$ cat src/rtl/msg_scroller.sv
// Scrolling message display: a character buffer shown through a sliding window that wraps and pauses.
// Optional build macro SCROLL_BLINK_EN adds a blink_en input that blinks the display while paused.
module msg_scroller #(
  parameter int MAX_LEN      = 32,
  parameter int CHAR_WIDTH   = 8,
  parameter int NUM_DISPLAYS = 6,
  parameter int PAUSE_TICKS  = 4
) (
  input  logic                                   clk,
  input  logic                                   rst,
  input  logic                                   tick,
  input  logic                                   wr_en,
  input  logic [$clog2(MAX_LEN)-1:0]             wr_addr,
  input  logic [CHAR_WIDTH-1:0]                  wr_data,
  input  logic                                   len_wr,
  input  logic [$clog2(MAX_LEN+1)-1:0]           len_in,
  input  logic                                   start,
  input  logic                                   stop,
  input  logic                                   scroll_dir,
`ifdef SCROLL_BLINK_EN
  input  logic                                   blink_en,
`endif
  output logic [NUM_DISPLAYS-1:0][CHAR_WIDTH-1:0] display_chars,
  output logic                                   busy,
  output logic                                   wrap
);

  localparam int AW = $clog2(MAX_LEN);
  localparam int LW = $clog2(MAX_LEN + 1);
  localparam int PW = $clog2(PAUSE_TICKS + 1);
  localparam logic [LW-1:0]         MAX_LEN_L  = LW'(MAX_LEN);
  localparam logic [AW:0]           ADDR_LIM   = (AW+1)'(MAX_LEN);
  localparam logic [PW-1:0]         PAUSE_LAST = PW'(PAUSE_TICKS - 1);
  localparam logic [CHAR_WIDTH-1:0] BLANK      = CHAR_WIDTH'(8'h20);

  typedef enum logic [1:0] {IDLE, SCROLL, PAUSE} state_t;

  state_t                                 state_q;
  logic [AW-1:0]                          idx_q;
  logic [LW-1:0]                          len_q;
  logic [PW-1:0]                          pcnt_q;
  logic                                   wrap_q;
  logic                                   blink_q;
  logic [CHAR_WIDTH-1:0]                  mem_q [MAX_LEN];
  logic [NUM_DISPLAYS-1:0][CHAR_WIDTH-1:0] disp_q, disp_d;

  logic [LW-1:0] len_d;
  logic [LW-1:0] idx_ext, idx_inc;
  logic [AW-1:0] idx_d;
  logic          step_wrap;

  always_comb begin
    len_d = (len_in > MAX_LEN_L) ? MAX_LEN_L : len_in;
  end

  // Next index for one step in the current direction, and whether that step wraps.
  always_comb begin
    idx_ext   = LW'(idx_q);
    idx_inc   = idx_ext + 1'b1;
    idx_d     = idx_q;
    step_wrap = 1'b0;
    if (!scroll_dir) begin
      if (idx_inc == len_q) begin
        idx_d     = '0;
        step_wrap = 1'b1;
      end else begin
        idx_d = AW'(idx_inc);
      end
    end else begin
      if (idx_q == '0) begin
        idx_d     = AW'(len_q - 1'b1);
        step_wrap = 1'b1;
      end else begin
        idx_d = idx_q - 1'b1;
      end
    end
  end

  always_ff @(posedge clk) begin
    if (rst) begin
      state_q <= IDLE;
      idx_q   <= '0;
      len_q   <= '0;
      pcnt_q  <= '0;
      wrap_q  <= 1'b0;
    end else begin
      wrap_q <= 1'b0;
      if (state_q == IDLE && len_wr) begin
        len_q <= len_d;
      end
      if (stop) begin
        state_q <= IDLE;
      end else begin
        case (state_q)
          IDLE: begin
            if (start && len_q != '0) begin
              state_q <= SCROLL;
              idx_q   <= '0;
            end
          end
          SCROLL: begin
            if (tick) begin
              idx_q <= idx_d;
              if (step_wrap) begin
                wrap_q  <= 1'b1;
                state_q <= PAUSE;
                pcnt_q  <= '0;
              end
            end
          end
          PAUSE: begin
            if (tick) begin
              if (pcnt_q == PAUSE_LAST) begin
                state_q <= SCROLL;
                pcnt_q  <= '0;
              end else begin
                pcnt_q <= pcnt_q + 1'b1;
              end
            end
          end
          default: state_q <= IDLE;
        endcase
      end
    end
  end

`ifdef SCROLL_BLINK_EN
  // Phase stays clear outside PAUSE, so it is always 0 on entry and cleared on any exit.
  always_ff @(posedge clk) begin
    if (rst || stop || state_q != PAUSE) begin
      blink_q <= 1'b0;
    end else if (tick) begin
      if (pcnt_q == PAUSE_LAST) begin
        blink_q <= 1'b0;
      end else if (blink_en) begin
        blink_q <= ~blink_q;
      end
    end
  end
`else
  assign blink_q = 1'b0;
`endif

  // Buffer is deliberately not reset so its contents survive a restart.
  always_ff @(posedge clk) begin
    if (wr_en && ({1'b0, wr_addr} < ADDR_LIM)) begin
      mem_q[wr_addr] <= wr_data;
    end
  end

  // index + i is below 2*msg_len whenever i < msg_len, so one subtract keeps it in range.
  always_comb begin
    int p;
    p      = 0;
    disp_d = '0;
    for (int i = 0; i < NUM_DISPLAYS; i++) begin
      p = int'(idx_q) + i;
      if (p >= int'(len_q)) begin
        p = p - int'(len_q);
      end
      if (blink_q || i >= int'(len_q)) begin
        disp_d[i] = BLANK;
      end else begin
        disp_d[i] = mem_q[p[AW-1:0]];
      end
    end
  end

  always_ff @(posedge clk) begin
    if (rst) begin
      disp_q <= {NUM_DISPLAYS{BLANK}};
    end else begin
      disp_q <= disp_d;
    end
  end

  assign display_chars = disp_q;
  assign busy          = (state_q != IDLE);
  assign wrap          = wrap_q;

endmodule

$ cat config.mk
export PLATFORM = sky130hd
export DESIGN_NAME = msg_scroller
export DESIGN_NICKNAME = d
export VERILOG_FILES = /design/src/rtl/msg_scroller.sv
export SDC_FILE = /design/constraint.sdc
export NUM_CORES = 2
export LEC_CHECK = 0
export ABC_AREA = 1
export BUFFER_PORTS_ARGS = -buffer_cell sky130_fd_sc_hd__buf_2
export CAP_MARGIN = 20
export CORE_ASPECT_RATIO = 1.5
export CORE_MARGIN = 4
export CORE_UTILIZATION = 40
export CTS_BUF_LIST = sky130_fd_sc_hd__clkbuf_16
export CTS_CLUSTER_DIAMETER = 40
export DETAILED_ROUTE_END_ITERATION = 7
export PLACE_DENSITY = 0.66
export SYNTH_ARGS = -nofsm -noshare
export SYNTH_HDL_FRONTEND = slang
export SYNTH_SLANG_ARGS = --single-unit
$ cat constraint.sdc
create_clock -name clk -period 11.7 [get_ports clk]
set_input_delay 2.34 -clock clk [delete_from_list [all_inputs] [get_ports clk]]
set_output_delay 2.34 -clock clk [all_outputs]
set_load 0.05 [all_outputs]
==> load_flow_metrics.sql <==
INSERT INTO impl_metrics (metric_group, metric, value, unit) VALUES
('status', 'outcome', 'finished, violations left', ''),
('status', 'failed_checks', 'design-rule violations', ''),
('global_route', 'via_count_of_the_first_global_routing_pass', '29249', ''),
('floorplanning', 'floorplan.io_pins', '77', ''),
('worst_setup_path', 'cp-start-kind', 'flip-flop', ''),
('cts', 'cts_htree_levels', '2', ''),
('worst_setup_path', 'timing.critical_path.slowest_stage_cell', 'sky130_fd_sc_hd__buf_4', ''),
('layout', 'finalNonFillerCells', '5174', ''),
('synth', 'netlist.area_leader.share', '27.9', '%'),
('power', 'power.leakage', '12.9', 'nW'),
('cts', 'post_cts_resized', '0', ''),
('drt', 'first_drt_iteration_drcs', '4716', ''),
('timing', 'grt_setup_unrepaired', 'no', ''),
('floorplanning', 'initial_core_utilization', '40.4', '%'),
('drt', 'wl_met1', '45900', 'µm'),
('synth', 'synth-main-ff-cell', 'sky130_fd_sc_hd__edfxtp_1', ''),
('layout', 'final_layout_size_suffix_gt1_share', '6.97', '%'),
('drt', 'post-route-drc-count', '1', ''),
('cts', 'register_clock_pin_slew_on_the_reported_worst_setup_and_hold_paths', '0.06', 'ns'),
('placed_design', 'placement.io_buffers', '76', ''),
('worst_setup_path', 'worstSetupPathType', 'flip-flop to flip-flop', ''),
('timing', 'period_minus_slack', '6.35', 'ns'),
('cts', 'ctsHoldBuffers', '0', ''),
('timing', 'max_freq', '0.157', 'GHz'),
('synth', 'synth_area_per_cell', '6.36', 'µm²'),
('worst_setup_path', 'path_delay_family', 'simple AND/OR/NAND/NOR gates', ''),
('job', 'timing.max_cap.violations', '0', ''),
('floorplanning', 'core_area', '0.0681', 'mm²'),
('layout', 'final_net_count', '4307', ''),
('placed_design', 'gp_congestion', '1.06', ''),
('cts', 'clk_path_buf_depth', '3', ''),
('synth', 'most_area_hungry_cell_type_in_the_yosys_netlist', 'sky130_fd_sc_hd__edfxtp_1', ''),
('power', 'power_density', '227', 'mW/mm²'),
('worst_setup_path', 'critPathRequiredTime', '12.24', 'ns'),
('synth', 'yosysSeqAreaShare', '32.7', '%'),
('floorplanning', 'die_w', '222', 'µm'),
('drt', 'routedWlPerCell', '28.1', 'µm'),
('power', 'vdd_ir_drop_max', '149', 'µV'),
('placed_design', 'place.detailed.hpwl', '92600', 'µm'),
('timing', 'sum_neg_setup_slack', '0', 'ns'),
('worst_setup_path', 'cp.arrival', '6.89', 'ns'),
('timing', 'drv_slew', '0', ''),
('worst_setup_path', 'timing.critical_path.fanout_max', '76', ''),
('synth', 'synth_top_area_cells', 'sky130_fd_sc_hd__edfxtp_1, sky130_fd_sc_hd__nand3_1, sky130_fd_sc_hd__nand2_1', ''),
('synth', 'ffs_latches_synth', '321', ''),
('drt', 'ant_nets', '0', ''),
('hold_path', 'worst_hold_path_type', 'flip-flop to flip-flop', ''),
('global_route', 'global_route_wire_length_before_repair', '207000', 'µm'),
('cts', 'cts.sinks', '321', ''),
('synth', 'ys_types', '42', ''),
('worst_setup_path', 'timing.critical_path.cells', 'clkinv_1 -> ha_1 -> inv_1 -> fa_1 -> inv_1 -> nand3_1 -> nand2_1 -> nand2_1 -> nand2_2 -> nand2_2 -> nand2_4 -> buf_4 -> nand2_1 -> nand3_1 -> nand3_1 -> nand3_1 -> nand2_1 -> nand2_1 -> a21oi_1', ''),
('cts', 'clk_latency', '0.66', 'ns'),
('timing', 'worstMarginPinSlew', '1.29', 'ns'),
('worst_setup_path', 'cp_common_cell', 'sky130_fd_sc_hd__nand2_1', ''),
('cts', 'cts-buffers-inserted', '49', ''),
('synth', 'synthesis.yosys.warnings', '0', ''),
('drt', 'dr_wl_met3', '18500', 'µm'),
('synth', 'synth_fp_nets', '4398', ''),
('drt', 'detail_route.first_pass.iterations', '8', ''),
('timing', 'clock_skew', '0.0225', 'ns'),
('floorplanning', 'die_area', '0.0731', 'mm²'),
('drt', 'met2_wirelength', '61700', 'µm'),
('drt', 'num_vias', '32607', ''),
('layout', 'area_growth_syn_to_layout', '9.97', '%'),
('global_route', 'antenna_found_initial', '8', ''),
('synth', 'synth_async_sr_flop_share', '0', '%'),
('cts', 'tritoncts', 'done', ''),
('floorplanning', 'rows', '117', ''),
('worst_setup_path', 'critPathMaxStageDelay', '0.84', 'ns'),
('drt', 'top_layer_used', 'met5', ''),
('drt', 'routed_wirelength', '145000', 'µm');
## where the power goes
part	leakage (nW)	internal, mW	switching, mW
sequential	2.84	1.30	0.0647
combinational	9.22	0.922	2.99
clock	0.860	0.914	0.690
## kinds of logic after synthesis
family                   synth area share, %
XOR/XNOR                               0.541
buffers and inverters                   9.90
flip-flops                              32.7
adder cells (fa/ha/maj)                 2.29
AND/OR/NAND/NOR                         45.1
AO/OA/AOI/OAI                           9.54
## final timing paths
kind	from	to	slack (ns)	cells after the start
worst max-delay path	idx_q[1]	display_chars[9]	5.35	19
worst min-delay path	pcnt_q[2]	pcnt_q[2]	0.47	2
worst max register to register	idx_q[1]	display_chars[9]	5.35	19
worst min register to register	pcnt_q[2]	pcnt_q[2]	0.47	2
## cell usage in the layout (no fill, tap or decap), types with 5 or more instances in the layout
cell type / instances
sky130_fd_sc_hd__nand2_1: 1465
sky130_fd_sc_hd__nand3_1: 1148
sky130_fd_sc_hd__inv_1: 352
sky130_fd_sc_hd__edfxtp_1: 256
sky130_fd_sc_hd__nor2_1: 238
sky130_fd_sc_hd__o211ai_1: 215
sky130_fd_sc_hd__buf_2: 76
sky130_fd_sc_hd__buf_4: 74
sky130_fd_sc_hd__o21ai_0: 69
sky130_fd_sc_hd__dfxtp_1: 65
sky130_fd_sc_hd__clkbuf_16: 50
sky130_fd_sc_hd__ha_1: 44
sky130_fd_sc_hd__a21oi_1: 36
sky130_fd_sc_hd__o21ai_1: 19
sky130_fd_sc_hd__o21ai_4: 16
sky130_fd_sc_hd__xor2_1: 12
sky130_fd_sc_hd__nand4_1: 12
sky130_fd_sc_hd__nand2_4: 12
sky130_fd_sc_hd__clkinv_8: 10
sky130_fd_sc_hd__diode_2: 9
sky130_fd_sc_hd__inv_6: 9
sky130_fd_sc_hd__inv_8: 8
sky130_fd_sc_hd__o21ai_2: 7
sky130_fd_sc_hd__a211oi_1: 5
sky130_fd_sc_hd__xnor2_1: 5
sky130_fd_sc_hd__o21bai_1: 5
sky130_fd_sc_hd__inv_2: 5
sky130_fd_sc_hd__a22oi_1: 5
sky130_fd_sc_hd__clkinvlp_4: 5
## registers in the layout, summed over array words and instances, names as in the netlist
name,cells
state_q,2
idx_q,5
wrap,1
pcnt_q,3
len_q,6
display_chars,48
mem_q,256
## tightest hold or removal path: cells and delay by family (launching register included)
family,cells,cell delay (ns)
AND/OR/NAND/NOR,1,0.08
buffers and inverters,1,0.03
flip-flops,1,0.31
## per-layer routing
layer | vias up | track usage, %
met5 | - | 0
met4 | 2 | 36.3
met3 | 899 | 10.5
met2 | 2672 | 58.8
met1 | 14675 | 43.1
li1 | 14359 | -
## through the flow
| stage | hold slack (ns) | cell area (µm²) | util (%) | setup slack, ns | power, mW |
|---|---|---|---|---|---|
| global placement | 0.452 | 28400 | 41.7 | 5.75 | 5.00 |
| detailed placement | 0.463 | 28400 | 41.8 | 5.63 | 5.02 |
| CTS | 0.471 | 30200 | 44.4 | 5.60 | 6.61 |
| finish | 0.466 | 30300 | 44.4 | 5.35 | 6.88 |
| global route | 0.496 | 30200 | 44.4 | 5.01 | 7.08 |
| floorplan | 0.429 | 27500 | - | 7.90 | 3.69 |
## cell type report
cell class	instances	area [µm²]
clock inverters	42	532
flip-flops and latches	321	8990
repair buffers	153	970
clock buffers	50	1250
diodes	9	22.5
fillers	7124	37800
inverters	360	1350
multi-input cells	3347	16000
well taps	892	1120
(Power assumes the default switching activity.)
